`config.mk`:
```
export PLATFORM = sky130hd
export DESIGN_NAME = romload_writer
export DESIGN_NICKNAME = d
export VERILOG_FILES = /design/src/rtl/romload_writer_pkg.sv /design/src/rtl/romload_fifo.sv /design/src/rtl/romload_writer.sv
export SDC_FILE = /design/constraint.sdc
export NUM_CORES = 1
export LEC_CHECK = 0
export BUFFER_PORTS_ARGS = -buffer_cell sky130_fd_sc_hd__buf_2
export CAP_MARGIN = 20
export CORE_AREA = 5 5 162 164
export CTS_CLUSTER_SIZE = 28
export DETAILED_ROUTE_END_ITERATION = 16
export DIE_AREA = 0 0 167 169
export GPL_TIMING_DRIVEN = 0
export HOLD_SLACK_MARGIN = 0.03
export PLACE_DENSITY_LB_ADDON = 0.1
export SYNTH_ARGS = -nofsm -noshare
export SYNTH_HDL_FRONTEND = slang
export SYNTH_SLANG_ARGS = --single-unit
```
`constraint.sdc`:
```
create_clock -name clk -period 3.97 [get_ports clk]
set_input_delay 0.5955 -clock clk [delete_from_list [all_inputs] [get_ports clk]]
set_output_delay 0.5955 -clock clk [all_outputs]
set_load 0.02 [all_outputs]
```
`src/rtl/romload_writer_pkg.sv`:
```
// Shared definitions for the ROM-load stream writer: load-mode encodings,
// controller states and the halfword+strobe record carried through the FIFO.
package romload_writer_pkg;

  localparam logic [2:0] LOAD_IDLE    = 3'd0;
  localparam logic [2:0] LOAD_ROM     = 3'd1;
  localparam logic [2:0] LOAD_CARTRAM = 3'd2;
  localparam logic [2:0] LOAD_CONFIG  = 3'd3;
  localparam logic [2:0] LOAD_BIOS    = 3'd4;

  typedef enum logic [1:0] {
    ST_IDLE,
    ST_LOAD,
    ST_FLUSH,
    ST_DONE
  } state_e;

  typedef struct packed {
    logic [1:0]  strb;
    logic [15:0] data;
  } hword_t;

  localparam int HWORD_W = $bits(hword_t);

  // Encodings 5-7 are unused by the loader and behave exactly like idle.
  function automatic logic [2:0] norm_mode(input logic [2:0] m);
    return (m > LOAD_BIOS) ? LOAD_IDLE : m;
  endfunction

  function automatic logic is_mem_mode(input logic [2:0] m);
    return (m == LOAD_ROM) || (m == LOAD_CARTRAM) || (m == LOAD_BIOS);
  endfunction

endpackage

```
`src/rtl/romload_fifo.sv`:
```
// Synchronous FIFO for halfword write records; a push into a full FIFO is
// still taken when a pop happens in the same cycle.
module romload_fifo #(
  parameter int DEPTH = 8,
  parameter int WIDTH = 18
) (
  input  logic             clk,
  input  logic             reset,
  input  logic             clr,
  input  logic             push,
  input  logic [WIDTH-1:0] push_data,
  input  logic             pop,
  output logic [WIDTH-1:0] rd_data,
  output logic             full,
  output logic             empty
);

  localparam int AW = $clog2(DEPTH);

  logic [WIDTH-1:0] mem_q [DEPTH];
  logic [AW:0]      wr_ptr_q;
  logic [AW:0]      rd_ptr_q;
  logic             wr_en;
  logic             rd_en;

  assign empty   = (wr_ptr_q == rd_ptr_q);
  assign full    = (wr_ptr_q[AW] != rd_ptr_q[AW]) &&
                   (wr_ptr_q[AW-1:0] == rd_ptr_q[AW-1:0]);
  assign rd_en   = pop && !empty;
  assign wr_en   = push && (!full || rd_en);
  assign rd_data = mem_q[rd_ptr_q[AW-1:0]];

  always_ff @(posedge clk) begin
    if (reset || clr) begin
      wr_ptr_q <= '0;
      rd_ptr_q <= '0;
    end else begin
      if (wr_en) wr_ptr_q <= wr_ptr_q + 1'b1;
      if (rd_en) rd_ptr_q <= rd_ptr_q + 1'b1;
    end
  end

  always_ff @(posedge clk) begin
    if (wr_en) mem_q[wr_ptr_q[AW-1:0]] <= push_data;
  end

endmodule

```
`src/rtl/romload_writer.sv`:
```
// Packs a byte-wide loading stream into halfword memory writes with a
// valid/ready port, and captures the 4-byte configuration block.
module romload_writer
  import romload_writer_pkg::*;
#(
  parameter int                    ADDR_WIDTH   = 25,
  parameter int                    FIFO_DEPTH   = 8,
  parameter logic [ADDR_WIDTH-1:0] BIOS_BASE    = 25'h1FC0000,
  parameter logic [ADDR_WIDTH-1:0] CARTRAM_BASE = 25'h1F80000
) (
  input  logic                  clk,
  input  logic                  reset,
  input  logic [2:0]            rom_loading,
  input  logic [7:0]            rom_do,
  input  logic                  rom_do_valid,
  output logic                  mem_valid,
  input  logic                  mem_ready,
  output logic [ADDR_WIDTH-1:0] mem_addr,
  output logic [15:0]           mem_wdata,
  output logic [1:0]            mem_wstrb,
  output logic                  busy,
  output logic                  load_done,
  output logic [ADDR_WIDTH-1:0] rom_size,
  output logic [31:0]           cfg_word,
  output logic                  overflow
);

  function automatic logic [ADDR_WIDTH-1:0] base_addr(input logic [2:0] m);
    logic [ADDR_WIDTH-1:0] b;
    case (m)
      LOAD_CARTRAM: b = CARTRAM_BASE;
      LOAD_BIOS:    b = BIOS_BASE;
      default:      b = '0;
    endcase
    return {b[ADDR_WIDTH-1:1], 1'b0};
  endfunction

  state_e                state_q;
  logic [2:0]            prev_mode_q;
  logic [2:0]            load_mode_q;
  logic [2:0]            pend_mode_q;
  logic                  pend_start_q;
  logic [ADDR_WIDTH-1:0] cnt_q;
  logic [ADDR_WIDTH-1:0] addr_q;
  logic [7:0]            byte_q;
  logic                  stage_vld_q;
  hword_t                stage_q;
  logic                  mem_valid_q;
  logic [15:0]           wdata_q;
  logic [1:0]            wstrb_q;
  logic                  busy_q;
  logic                  done_q;
  logic                  ovf_q;
  logic [ADDR_WIDTH-1:0] rom_size_q;
  logic [31:0]           cfg_q;
  logic [2:0]            cfg_cnt_q;

  logic [2:0] mode_now;
  logic [2:0] new_mode;
  logic       mode_edge;
  logic       restart;
  logic       start;
  logic       accept_byte;
  logic [2:0] cfg_idx;
  logic       cfg_wr;
  logic [2:0] cfg_cnt_d;

  logic   fifo_push;
  logic   fifo_pop;
  logic   fifo_clr;
  logic   fifo_full;
  logic   fifo_empty;
  hword_t fifo_rd;

  assign mode_now    = norm_mode(rom_loading);
  assign mode_edge   = is_mem_mode(mode_now) && (mode_now != prev_mode_q);
  assign restart     = (state_q == ST_LOAD) && is_mem_mode(mode_now) &&
                       (mode_now != load_mode_q);
  assign start       = restart ||
                       ((state_q == ST_IDLE) && (pend_start_q || mode_edge));
  assign new_mode    = ((state_q == ST_IDLE) && pend_start_q) ? pend_mode_q : mode_now;
  assign accept_byte = (state_q == ST_LOAD) && !restart && rom_do_valid &&
                       (mode_now == load_mode_q);

  // The config byte index restarts whenever mode 3 is freshly entered.
  assign cfg_idx   = (prev_mode_q == LOAD_CONFIG) ? cfg_cnt_q : 3'd0;
  assign cfg_wr    = (mode_now == LOAD_CONFIG) && rom_do_valid && !cfg_idx[2];
  assign cfg_cnt_d = cfg_idx + {2'b00, cfg_wr};

  assign fifo_clr  = restart;
  assign fifo_push = stage_vld_q && !fifo_clr;
  assign fifo_pop  = mem_valid_q && mem_ready;

  romload_fifo #(
    .DEPTH (FIFO_DEPTH),
    .WIDTH (HWORD_W)
  ) u_fifo (
    .clk       (clk),
    .reset     (reset),
    .clr       (fifo_clr),
    .push      (fifo_push),
    .push_data (stage_q),
    .pop       (fifo_pop),
    .rd_data   (fifo_rd),
    .full      (fifo_full),
    .empty     (fifo_empty)
  );

  always_ff @(posedge clk) begin
    if (reset) begin
      state_q      <= ST_IDLE;
      prev_mode_q  <= LOAD_IDLE;
      load_mode_q  <= LOAD_IDLE;
      pend_mode_q  <= LOAD_IDLE;
      pend_start_q <= 1'b0;
      cnt_q        <= '0;
      addr_q       <= '0;
      byte_q       <= '0;
      stage_vld_q  <= 1'b0;
      stage_q      <= '0;
      mem_valid_q  <= 1'b0;
      wdata_q      <= '0;
      wstrb_q      <= '0;
      busy_q       <= 1'b0;
      done_q       <= 1'b0;
      ovf_q        <= 1'b0;
      rom_size_q   <= '0;
      cfg_q        <= '0;
      cfg_cnt_q    <= '0;
    end else begin
      prev_mode_q <= mode_now;
      done_q      <= 1'b0;
      stage_vld_q <= 1'b0;

      if (mode_now == LOAD_CONFIG) cfg_cnt_q <= cfg_cnt_d;
      if (cfg_wr) cfg_q[{cfg_idx[1:0], 3'b000} +: 8] <= rom_do;
      if ((prev_mode_q == LOAD_CONFIG) && (mode_now != LOAD_CONFIG)) done_q <= 1'b1;

      // Request is dropped for one cycle after each acceptance before the next head is offered.
      if (fifo_pop) begin
        mem_valid_q <= 1'b0;
        addr_q      <= addr_q + ADDR_WIDTH'(2);
      end else if (!mem_valid_q && !fifo_empty) begin
        mem_valid_q <= 1'b1;
        wdata_q     <= fifo_rd.data;
        wstrb_q     <= fifo_rd.strb;
      end

      if (fifo_push && fifo_full && !fifo_pop) ovf_q <= 1'b1;

      case (state_q)
        ST_IDLE: begin
        end
        ST_LOAD: begin
          if (!restart && (mode_now != load_mode_q)) begin
            state_q <= ST_FLUSH;
            if (cnt_q[0]) begin
              stage_vld_q <= 1'b1;
              stage_q     <= {2'b01, 8'h00, byte_q};
            end
          end else if (accept_byte) begin
            cnt_q <= cnt_q + ADDR_WIDTH'(1);
            if (!cnt_q[0]) begin
              byte_q <= rom_do;
            end else begin
              stage_vld_q <= 1'b1;
              stage_q     <= {2'b11, rom_do, byte_q};
            end
          end
        end
        ST_FLUSH: begin
          if (mode_edge) begin
            pend_start_q <= 1'b1;
            pend_mode_q  <= mode_now;
          end
          if (fifo_empty && !mem_valid_q && !stage_vld_q) begin
            state_q <= ST_DONE;
            done_q  <= 1'b1;
            busy_q  <= 1'b0;
            if (load_mode_q == LOAD_ROM) rom_size_q <= cnt_q;
          end
        end
        ST_DONE: begin
          if (mode_edge) begin
            pend_start_q <= 1'b1;
            pend_mode_q  <= mode_now;
          end
          state_q <= ST_IDLE;
        end
        default: state_q <= ST_IDLE;
      endcase

      if (start) begin
        state_q      <= ST_LOAD;
        load_mode_q  <= new_mode;
        addr_q       <= base_addr(new_mode);
        mem_valid_q  <= 1'b0;
        stage_vld_q  <= 1'b0;
        ovf_q        <= 1'b0;
        busy_q       <= 1'b1;
        pend_start_q <= 1'b0;
        byte_q       <= rom_do;
        cnt_q        <= (rom_do_valid && (mode_now == new_mode)) ? ADDR_WIDTH'(1) : '0;
      end
    end
  end

  assign mem_valid = mem_valid_q;
  assign mem_addr  = addr_q;
  assign mem_wdata = wdata_q;
  assign mem_wstrb = wstrb_q;
  assign busy      = busy_q;
  assign load_done = done_q;
  assign rom_size  = rom_size_q;
  assign cfg_word  = cfg_q;
  assign overflow  = ovf_q;

endmodule

```
==> results of run 1 <==
[per-stage QoR]
step           worst slack [ns]  utilization (%)  instances  setup TNS, ns
4_1_cts                   0.330             60.6       1549              0
3_3_place_gp              -1.83             55.5       1480        -145.22
2_1_floorplan            -0.254                -       1035         -10.83
5_1_grt                  0.0336             60.6       1549              0
3_5_place_dp             -0.198             56.1       1487          -6.71
6_report                  0.330             60.6       1549              0
[cell usage after synthesis, types with 5 or more instances]
cell type,instances,area (um^2)
mux4_2,36,811
and2_1,7,43.8
and3_1,11,68.8
mux2i_1,67,671
nand2_1,68,255
dfxtp_1,178,3560
a211oi_1,23,173
xnor2_1,16,140
a22o_1,8,70.1
nor3b_1,6,45.0
a21oi_1,63,315
inv_1,10,37.5
nand4_1,21,131
nor3_1,12,60.1
nor2b_1,9,56.3
and4_1,6,52.6
edfxtp_1,144,4320
nor2_1,122,458
o21ai_0,15,75.1
clkbuf_1,40,150
nand2b_1,5,31.3
ha_1,11,138
buf_1,11,41.3
nand3_1,53,265
xor2_1,38,333
or3_1,12,75.1
[layout make-up]
class                      count  area share, %
inverter                      10          0.250
clock buffer                  51           6.50
buffer                        60           1.88
timing repair buffer         122           4.49
tap                          330           2.75
sequential                   322           52.6
clock inverter                11          0.993
multi-input combinational    643           30.6
[sequential cells by signal (all words and copies together) (netlist names), 4 cells and up]
register         count
byte_q               8
cfg_word            32
cnt_q               25
mem_addr            24
mem_wdata           16
rom_size            25
stage_q             18
u_fifo.mem_q       144
u_fifo.rd_ptr_q      4
u_fifo.wr_ptr_q      4
[cell families (layout without fill, tap and decap cells)]
group,count (synthesis),count (layout),synth area share (%)
multiplexers,103,103,11.6
other,1,1,0.0294
XOR/XNOR,54,54,3.71
buffers and inverters,70,254,2.50
AO/OA/AOI/OAI,125,125,5.91
AND/OR/NAND/NOR,349,349,13.2
adder cells (fa/ha/maj),11,11,1.08
flip-flops,322,322,61.9
[layer usage]
layer / share of wire [%] / vias to the layer above / routed length (um)
met5: 0 / - / 0
met4: 2.1 / 0 / 593
met3: 5.1 / 41 / 1410
met2: 48 / 204 / 13300
li1: - / 4097 / -
met1: 45 / 4041 / 12600
[power groups by stage]
stage	Clock, mW	Sequential (mW)	Combinational [mW]
floorplan	0	3.64	0.234
global placement	0	3.62	0.386
detailed placement	0	3.63	0.390
CTS	3.24	3.55	0.391
global route	3.39	3.56	0.428
finish	3.16	3.55	0.388
[final timing paths]
| check | start | endpoint | depth (start not counted) |
|---|---|---|---|
| max | rom_loading[0] | u_fifo.mem_q[5][6] | 10 |
| min | rom_do[6] | cfg_word[14] | 3 |
| max reg2reg | load_mode_q[2] | u_fifo.mem_q[5][6] | 9 |
| min reg2reg | cfg_word[10] | cfg_word[10] | 2 |
[critical path: cells and delay by family]
family	cells	cell delay [ns]
AOI/OAI and AO/OA	1	0.38
buffers and inverters	4	0.97
and+or+nand+nor	5	1.89
==> results by group, run 1 <==
Detailed routing
  • 1st-iter DRT viols: 526
  • Routed Antenna Nets: 0
  • Avg WL per Cell: 18.0 um
  • Final wirelength: 28000 um
  • Via Count: 8383
  • Drt first pass iters: 5
  • Via/cell ratio: 5.41
  • DR DRC count: 0

Critical path
  • CP max stage delay: 0.78 ns
  • Critical path class: input pin to register
  • Worst Path Required: 4.18 ns
  • Endpoint class of the critical path: register
  • Slowest-stage cell, CP: nor3b_2
  • Critical-path maximum fanout: 10
  • Setup slack, reg-to-reg: 0.37 ns
  • CP Launch Type: input pin
  • CP cell instances: clkbuf_1 -> or3b_2 -> o22ai_1 -> or3_1 -> clkbuf_1 -> and3_1 -> clkbuf_1 -> nand2_1 -> nor3b_2 -> buf_6
  • Critical Path Most Common Cell: clkbuf_1
  • Worst EP arrival: 3.85 ns

Floorplanning
  • DIE AREA: 0.0282 mm^2
  • Die Span Y: 169 um
  • Ports: 119
  • DIE WIDTH: 167 um
  • Core box area: 0.0247 mm^2
  • Site Rows: 58
  • Initial cell density of the core: 51.5%

Synthesis
  • Syn Inst Count: 1035
  • YS warnings: 0
  • Netlist cell types: 51
  • Syn nets: 1061
  • Post-Syn Area: 0.0127 mm^2
  • Seq/Total Area, Yosys: 61.9%
  • #FFs+latches synth: 322
  • Ys async rst share: 0%
  • Post-synth EDFFs: 144
  • Post-synth top flop: dfxtp_1
  • Synthesized area per cell: 12.3 um^2

Cells and area
  • Post-Layout Inst Area: 0.0150 mm^2
  • Antenna diodes: 0
  • Filler cell count: 2032
  • Storage element area: 0.00789 mm^2
  • Final nets: 1219
  • Multi-input logic area: 0.00458 mm^2
  • Layout Area Growth over Synthesis: 17.7%
  • Commonest non-fill, non-tap cell in the layout: dfxtp_1
  • Fraction of layout cells with a size suffix above 1: 19.0%
  • Commonest non-fill, non-tap cells in the layout: dfxtp_1, edfxtp_1, nor2_1

Timing
  • Layout Skew: 0.0228 ns
  • Final setup violation count: 0
  • Hold Fails Final Rpt: 0
  • Slew Limit Fails: 0
  • RSZ-0062 raised after global routing: false
  • Period utilization: 91.7%
  • Fin Hold WS: 0.408 ns
  • Fmax: 275 MHz
  • Minimum clock period: 3.64 ns
  • Slew headroom: 34.6%
  • Slew @ Worst Pin: 0.973 ns

Power and ir drop
  • Net Switching: 1.57 mW
  • Logic pwr share: 5.5%
  • Static leakage: 5.60 nW
  • Switch share: 22.1%
  • Pwr Total: 7.10 mW
  • Reg power frac: 50.1%
  • Max VDD drop: 0.262 mV
  • Pint: 5.53 mW
  • Pwr/cell area: 473 mW/mm^2
  • Clock power share: 44.5%

CTS
  • Max Buffers Root-to-Sink: 3
  • Num CTS Buffers: 34
  • Setup Buffers After CTS: 0
  • Hold-fix buffers, CTS: 0
  • H-Tree Depth: 2
  • Clk pin slew, worst setup/hold paths: 0.06 ns
  • CTS tree: built
  • Worst skew pair latency: 0.52 ns
  • Resized Gates After CTS: 0
  • CTS Root Cell: clkbuf_16
  • Clk sinks: 322

Global routing
  • M1 GR Usage: 27.5%
  • Vias in the first global route: 8263
  • First-pass GRT wire length: 45100 um
  • Grt ovf: 0
  • Antenna violations before repair: 0
  • Met3 usage: 3.29%
  • All-Layer GR Usage: 19.8%
  • GRT met2 Usage: 32.8%
  • Largest net degree at the start of global routing: 20
  • GRT Max-Usage Layer: met2

Place
  • Placed cell area: 0.0139 mm^2
  • Routability cong.: 0.828
  • Port Buf Inserts: 115
  • Hpwl dp: 19400 um

Status
  • Outcome: finished clean

Hold path
  • Hold WC Path Type: input pin to register

Job
  • Max-capacitance violation count: 0
Power figures use the tool's default switching activity.
==> inputs of run 2 (changes only) <==
CORE_AREA = 2 2 159 161   (was 5 5 162 164)
DIE_AREA = 0 0 161 163   (was 0 0 167 169)
==> results by group, run 2 (synthesized netlist as in run 1, its figures left out) <==
Place
  • Port Buf Inserts: 115
  • Hpwl dp: 19100 um
  • Place WS: -0.00890 ns
  • Dpl cells: 1490
  • Routability cong.: 0.789

Critical path
  • Worst Setup EP: u_fifo.mem_q[2][11]
  • Critical R2R Capture: u_fifo.mem_q[2][11]
  • CP Launch Type: input pin
  • Endpoint class of the critical path: register
  • Critical Path Most Common Cell: clkbuf_1
  • Critical-path maximum fanout: 11
  • CP max stage delay: 0.57 ns
  • R2R depth: 9
  • CP Launch Point: rom_loading[0]
  • FF-to-FF Start: load_mode_q[2]
  • CP cell instances: clkbuf_1 -> or3b_2 -> o22ai_1 -> or3_1 -> clkbuf_1 -> and3_1 -> clkbuf_1 -> nand2b_1 -> nor3b_4 -> buf_8
  • Slowest-stage cell, CP: or3b_2
  • Critical path class: input pin to register
  • Setup slack, reg-to-reg: 0.53 ns
  • Worst EP arrival: 3.69 ns
  • Worst Path Required: 4.18 ns

Floorplanning
  • DIE WIDTH: 161 um
  • Die Span Y: 163 um
  • Ports: 119
  • Initial cell density of the core: 51.6%
  • DIE AREA: 0.0262 mm^2
  • Core box area: 0.0247 mm^2
  • Site Rows: 58

Power and ir drop
  • Pwr/cell area: 472 mW/mm^2
  • Pint: 5.50 mW
  • Reg power frac: 50.2%
  • Logic pwr share: 5.5%
  • Net Switching: 1.58 mW
  • Switch share: 22.3%
  • Clock power share: 44.3%
  • Static leakage: 5.61 nW
  • Max VDD drop: 0.333 mV
  • Pwr Total: 7.08 mW

Cells and area
  • Max FFs per register: 144
  • Commonest non-fill, non-tap cells in the layout: dfxtp_1, edfxtp_1, nor2_1
  • Commonest non-fill, non-tap cell in the layout: dfxtp_1
  • Final nets: 1222
  • Antenna diodes: 0
  • Final Non-Filler Cells: 1551
  • Fraction of layout cells with a size suffix above 1: 19.1%
  • Fin util: 60.8%
  • Layout Area Growth over Synthesis: 17.8%

Global routing
  • First-pass GRT wire length: 44900 um
  • Vias in the first global route: 8131
  • Largest net degree at the start of global routing: 20
  • Grt ovf: 0
  • All-Layer GR Usage: 21.9%
  • Antenna violations before repair: 0

Detailed routing
  • Routed Antenna Nets: 0
  • DR DRC count: 0
  • Final wirelength: 28300 um
  • 1st-iter DRT viols: 414
  • Drt first pass iters: 5
  • Via/cell ratio: 5.44
  • Via Count: 8445
  • Avg WL per Cell: 18.2 um

Timing
  • Period utilization: 87.7%
  • Layout Skew: 0.0163 ns
  • TNS Setup: 0 ns
  • Slew @ Worst Pin: 1.02 ns
  • Final setup violation count: 0
  • Fmax: 287 MHz
  • RSZ-0062 raised after global routing: false
  • Minimum clock period: 3.48 ns
  • Setup ws final: 0.487 ns
  • Slew Limit Fails: 0
  • Hold Fails Final Rpt: 0
  • Slew headroom: 31.9%

CTS
  • Setup Buffers After CTS: 0
  • CTS tree: built
  • Max Buffers Root-to-Sink: 3
  • Clk sinks: 322
  • Num CTS Buffers: 34
  • H-Tree Depth: 2
  • Worst skew pair latency: 0.51 ns
  • Resized Gates After CTS: 0
  • Hold-fix buffers, CTS: 0
  • Clk pin slew, worst setup/hold paths: 0.06 ns
  • CTS Root Cell: clkbuf_16

Job
  • Max-capacitance violation count: 0

Hold path
  • Hold WC Path Type: input pin to register

Status
  • Outcome: finished clean
[run 2: layout make-up]
type,count,area (um^2)
inverter,10,37.5
sequential,322,7890
clock buffer,52,958
tap,330,413
fill,2054,9670
multi-input combinational,643,4580
timing repair buffer,125,703
buffer,60,282
clock inverter,9,139
[run 2: power by group through the flow]
| stage | clock, mW | combinational (mW) | sequential [mW] |
|---|---|---|---|
| after global placement | 0 | 0.386 | 3.62 |
| after CTS | 3.19 | 0.392 | 3.55 |
| after floorplan | 0 | 0.234 | 3.64 |
| final | 3.14 | 0.390 | 3.55 |
| after detailed placement | 0 | 0.390 | 3.62 |
| after global routing | 3.33 | 0.431 | 3.56 |
[run 2: per-layer routing]
metal	part of all wire, %	wire length [um]	up-vias	global-route usage (%)
li1	-	-	4099	-
met1	47	13300	4133	31.2
met2	48	13400	182	35.8
met3	4.3	1220	31	3.57
met4	1.3	357	0	4.75
met5	0	0	-	0
[run 2: through the flow]
step	hold slack, ns	cell area (um^2)
2_1_floorplan	0.432	12800
3_3_place_gp	0.437	13700
3_5_place_dp	0.442	13900
4_1_cts	0.384	15000
5_1_grt	0.402	15000
6_report	0.407	15000
[run 2: worst min-delay path by stage]
stage,start,endpoint,slack [ns],cells past startpoint
6_report,rom_do[6],cfg_word[22],0.41,3
3_3_place_gp,cfg_cnt_q[0],cfg_cnt_q[0],0.44,2
3_5_place_dp,cfg_word[14],cfg_word[14],0.44,2
4_1_cts,rom_do[6],cfg_word[22],0.38,3
5_1_grt,rom_do[6],cfg_word[14],0.40,3
2_1_floorplan,cfg_cnt_q[0],cfg_cnt_q[0],0.43,2
[run 2: critical path, delay by kind of cell]
| kind | cells | cell delay, ns |
|---|---|---|
| and+or+nand+nor | 5 | 1.75 |
| AOI/OAI and AO/OA | 1 | 0.38 |
| buffers and inverters | 4 | 0.96 |
==> inputs of run 3 (changes only) <==
--- a/config.mk
+++ b/config.mk
@@ -14,3 +14,3 @@
 export GPL_TIMING_DRIVEN = 0
-export HOLD_SLACK_MARGIN = 0.03
+export HOLD_SLACK_MARGIN = 0.05
 export PLACE_DENSITY_LB_ADDON = 0.1
==> constraint.sdc (replaced) <==
create_clock -name clk -period 3.97 [get_ports clk]
set_input_delay 0.1985 -clock clk [delete_from_list [all_inputs] [get_ports clk]]
set_output_delay 0.1985 -clock clk [all_outputs]
set_load 0.02 [all_outputs]
==> results by group, run 3 (synthesized netlist as in run 1, its figures left out) <==
Status
  • Outcome: finished clean

Timing
  • Period utilization: 89.8%
  • Layout Skew: 0.0199 ns
  • Hold Fails Final Rpt: 0
  • TNS Setup: 0 ns
  • Setup ws final: 0.406 ns
  • Slew @ Worst Pin: 0.941 ns
  • Slew Limit Fails: 0
  • Final setup violation count: 0
  • Minimum clock period: 3.56 ns
  • RSZ-0062 raised after global routing: false
  • Slew headroom: 36.8%
  • Fmax: 281 MHz
  • Fin Hold WS: 0.0885 ns

Detailed routing
  • Met2 WL post-DR: 13500 um
  • DR DRC count: 0
  • Final wirelength: 28300 um
  • WL met1: 12900 um
  • Max layer used: met4
  • Routed Antenna Nets: 0
  • Avg WL per Cell: 18.1 um
  • Via Count: 8469
  • 1st-iter DRT viols: 490
  • Via/cell ratio: 5.41
  • Metal3 WL: 1400 um
  • Drt first pass iters: 5

Cells and area
  • Post-Layout Inst Area: 0.0151 mm^2
  • Final Non-Filler Cells: 1564
  • Fin util: 61.2%
  • Final nets: 1234
  • Filler cell count: 2004
  • Max FFs per register: 144
  • Layout Area Growth over Synthesis: 18.6%
  • Antenna diodes: 0
  • Commonest non-fill, non-tap cell in the layout: dfxtp_1
  • Fraction of layout cells with a size suffix above 1: 19.3%
  • Commonest non-fill, non-tap cells in the layout: dfxtp_1, edfxtp_1, nor2_1

Floorplanning
  • Core box area: 0.0247 mm^2
  • Initial cell density of the core: 51.6%
  • Ports: 119
  • Site Rows: 58
  • Die Span Y: 163 um
  • DIE WIDTH: 161 um
  • DIE AREA: 0.0262 mm^2

CTS
  • Resized Gates After CTS: 0
  • Clk pin slew, worst setup/hold paths: 0.06 ns
  • CTS tree: built
  • CTS Root Cell: clkbuf_16
  • Worst skew pair latency: 0.51 ns
  • H-Tree Depth: 2
  • Num CTS Buffers: 35
  • Clk sinks: 322
  • Max Buffers Root-to-Sink: 3

Critical path
  • Critical path class: register to register
  • Critical-path maximum fanout: 10
  • CP Launch Type: register
  • Worst EP arrival: 3.76 ns
  • R2R depth: 9
  • Endpoint class of the critical path: register
  • Worst Path Required: 4.17 ns

Place
  • Hpwl dp: 19400 um
  • Dpl cells: 1492
  • Place WS: 0.188 ns
  • Placed cell area: 0.0139 mm^2
  • Port Buf Inserts: 115
  • Routability cong.: 0.774

Hold path
  • Hold path depth: 3
  • Hold WC Path Type: input pin to register

Global routing
  • First-pass GRT wire length: 44400 um
  • Largest net degree at the start of global routing: 20
  • Antenna violations before repair: 0
  • Vias in the first global route: 8318
  • Grt ovf: 0
  • All-Layer GR Usage: 21.7%

Power and ir drop
  • Pwr/cell area: 468 mW/mm^2
  • Pwr Total: 7.07 mW
  • Static leakage: 5.67 nW
  • Max VDD drop: 0.302 mV

Job
  • Max-capacitance violation count: 0
==> run 3: cell types whose count changed in the layout (fill, tap and decap cells not counted), moves of 2 or more <==
cell and delta:
dlygate4sd3_1 +8, clkinv_1 +5, nor3b_4 -2, buf_8 -2, buf_6 +5, clkinvlp_4 +2
clkbuf_8 -2, clkbuf_1 -5, nor3b_2 +2, clkbuf_16 +2
==> run 3: final cells by class <==
type                            count  area, um^2  share of cell area [%]
Buffer                             60         282                    1.86
Sequential cell                   322        7890                    52.2
Clock buffer                       47         962                    6.37
Clock inverter                     16         148                   0.977
Tap cell                          330         413                    2.73
Multi-Input combinational cell    643        4570                    30.2
Inverter                           10        37.5                   0.249
Timing Repair Buffer              136         810                    5.36
==> run 3: worst max-delay path, cell delays in order, from the launching register on <==
cell and delay (ns):
dfxtp_1 0.39, or3b_2 0.45, o22ai_1 0.33, or3_1 0.17
clkbuf_1 0.29, and3_1 0.20, clkbuf_1 0.21, nand2b_1 0.20
nor3_2 0.72, buf_6 0.27
==> run 3: report_power, final <==
group          switching (mW)  total (mW)  internal, mW
sequential             0.0553        3.55          3.50
clock                    1.27        3.12          1.84
combinational           0.261       0.395         0.134
==> run 3: worst paths after layout <==
kind / start / to / slack [ns]
worst max-delay path: load_mode_q[2] / u_fifo.mem_q[0][3] / 0.41
worst min-delay path: rom_loading[1] / prev_mode_q[2] / 0.09
worst max register to register: load_mode_q[2] / u_fifo.mem_q[0][3] / 0.41
worst min register to register: cfg_word[2] / cfg_word[2] / 0.45
==> run 3: layer usage <==
metal  vias up  global-route usage, %
met4         0                   6.13
met1      4090                   28.7
met3        43                   4.53
li1       4135                      -
met2       201                   36.4
met5         -                      0
==> run 3: repair_timing <==
action	CTS	global route
hold buffers	8	0
endpoints found under the hold margin	43	0
setup buffers	0	0
endpoints found under the setup margin	0	0
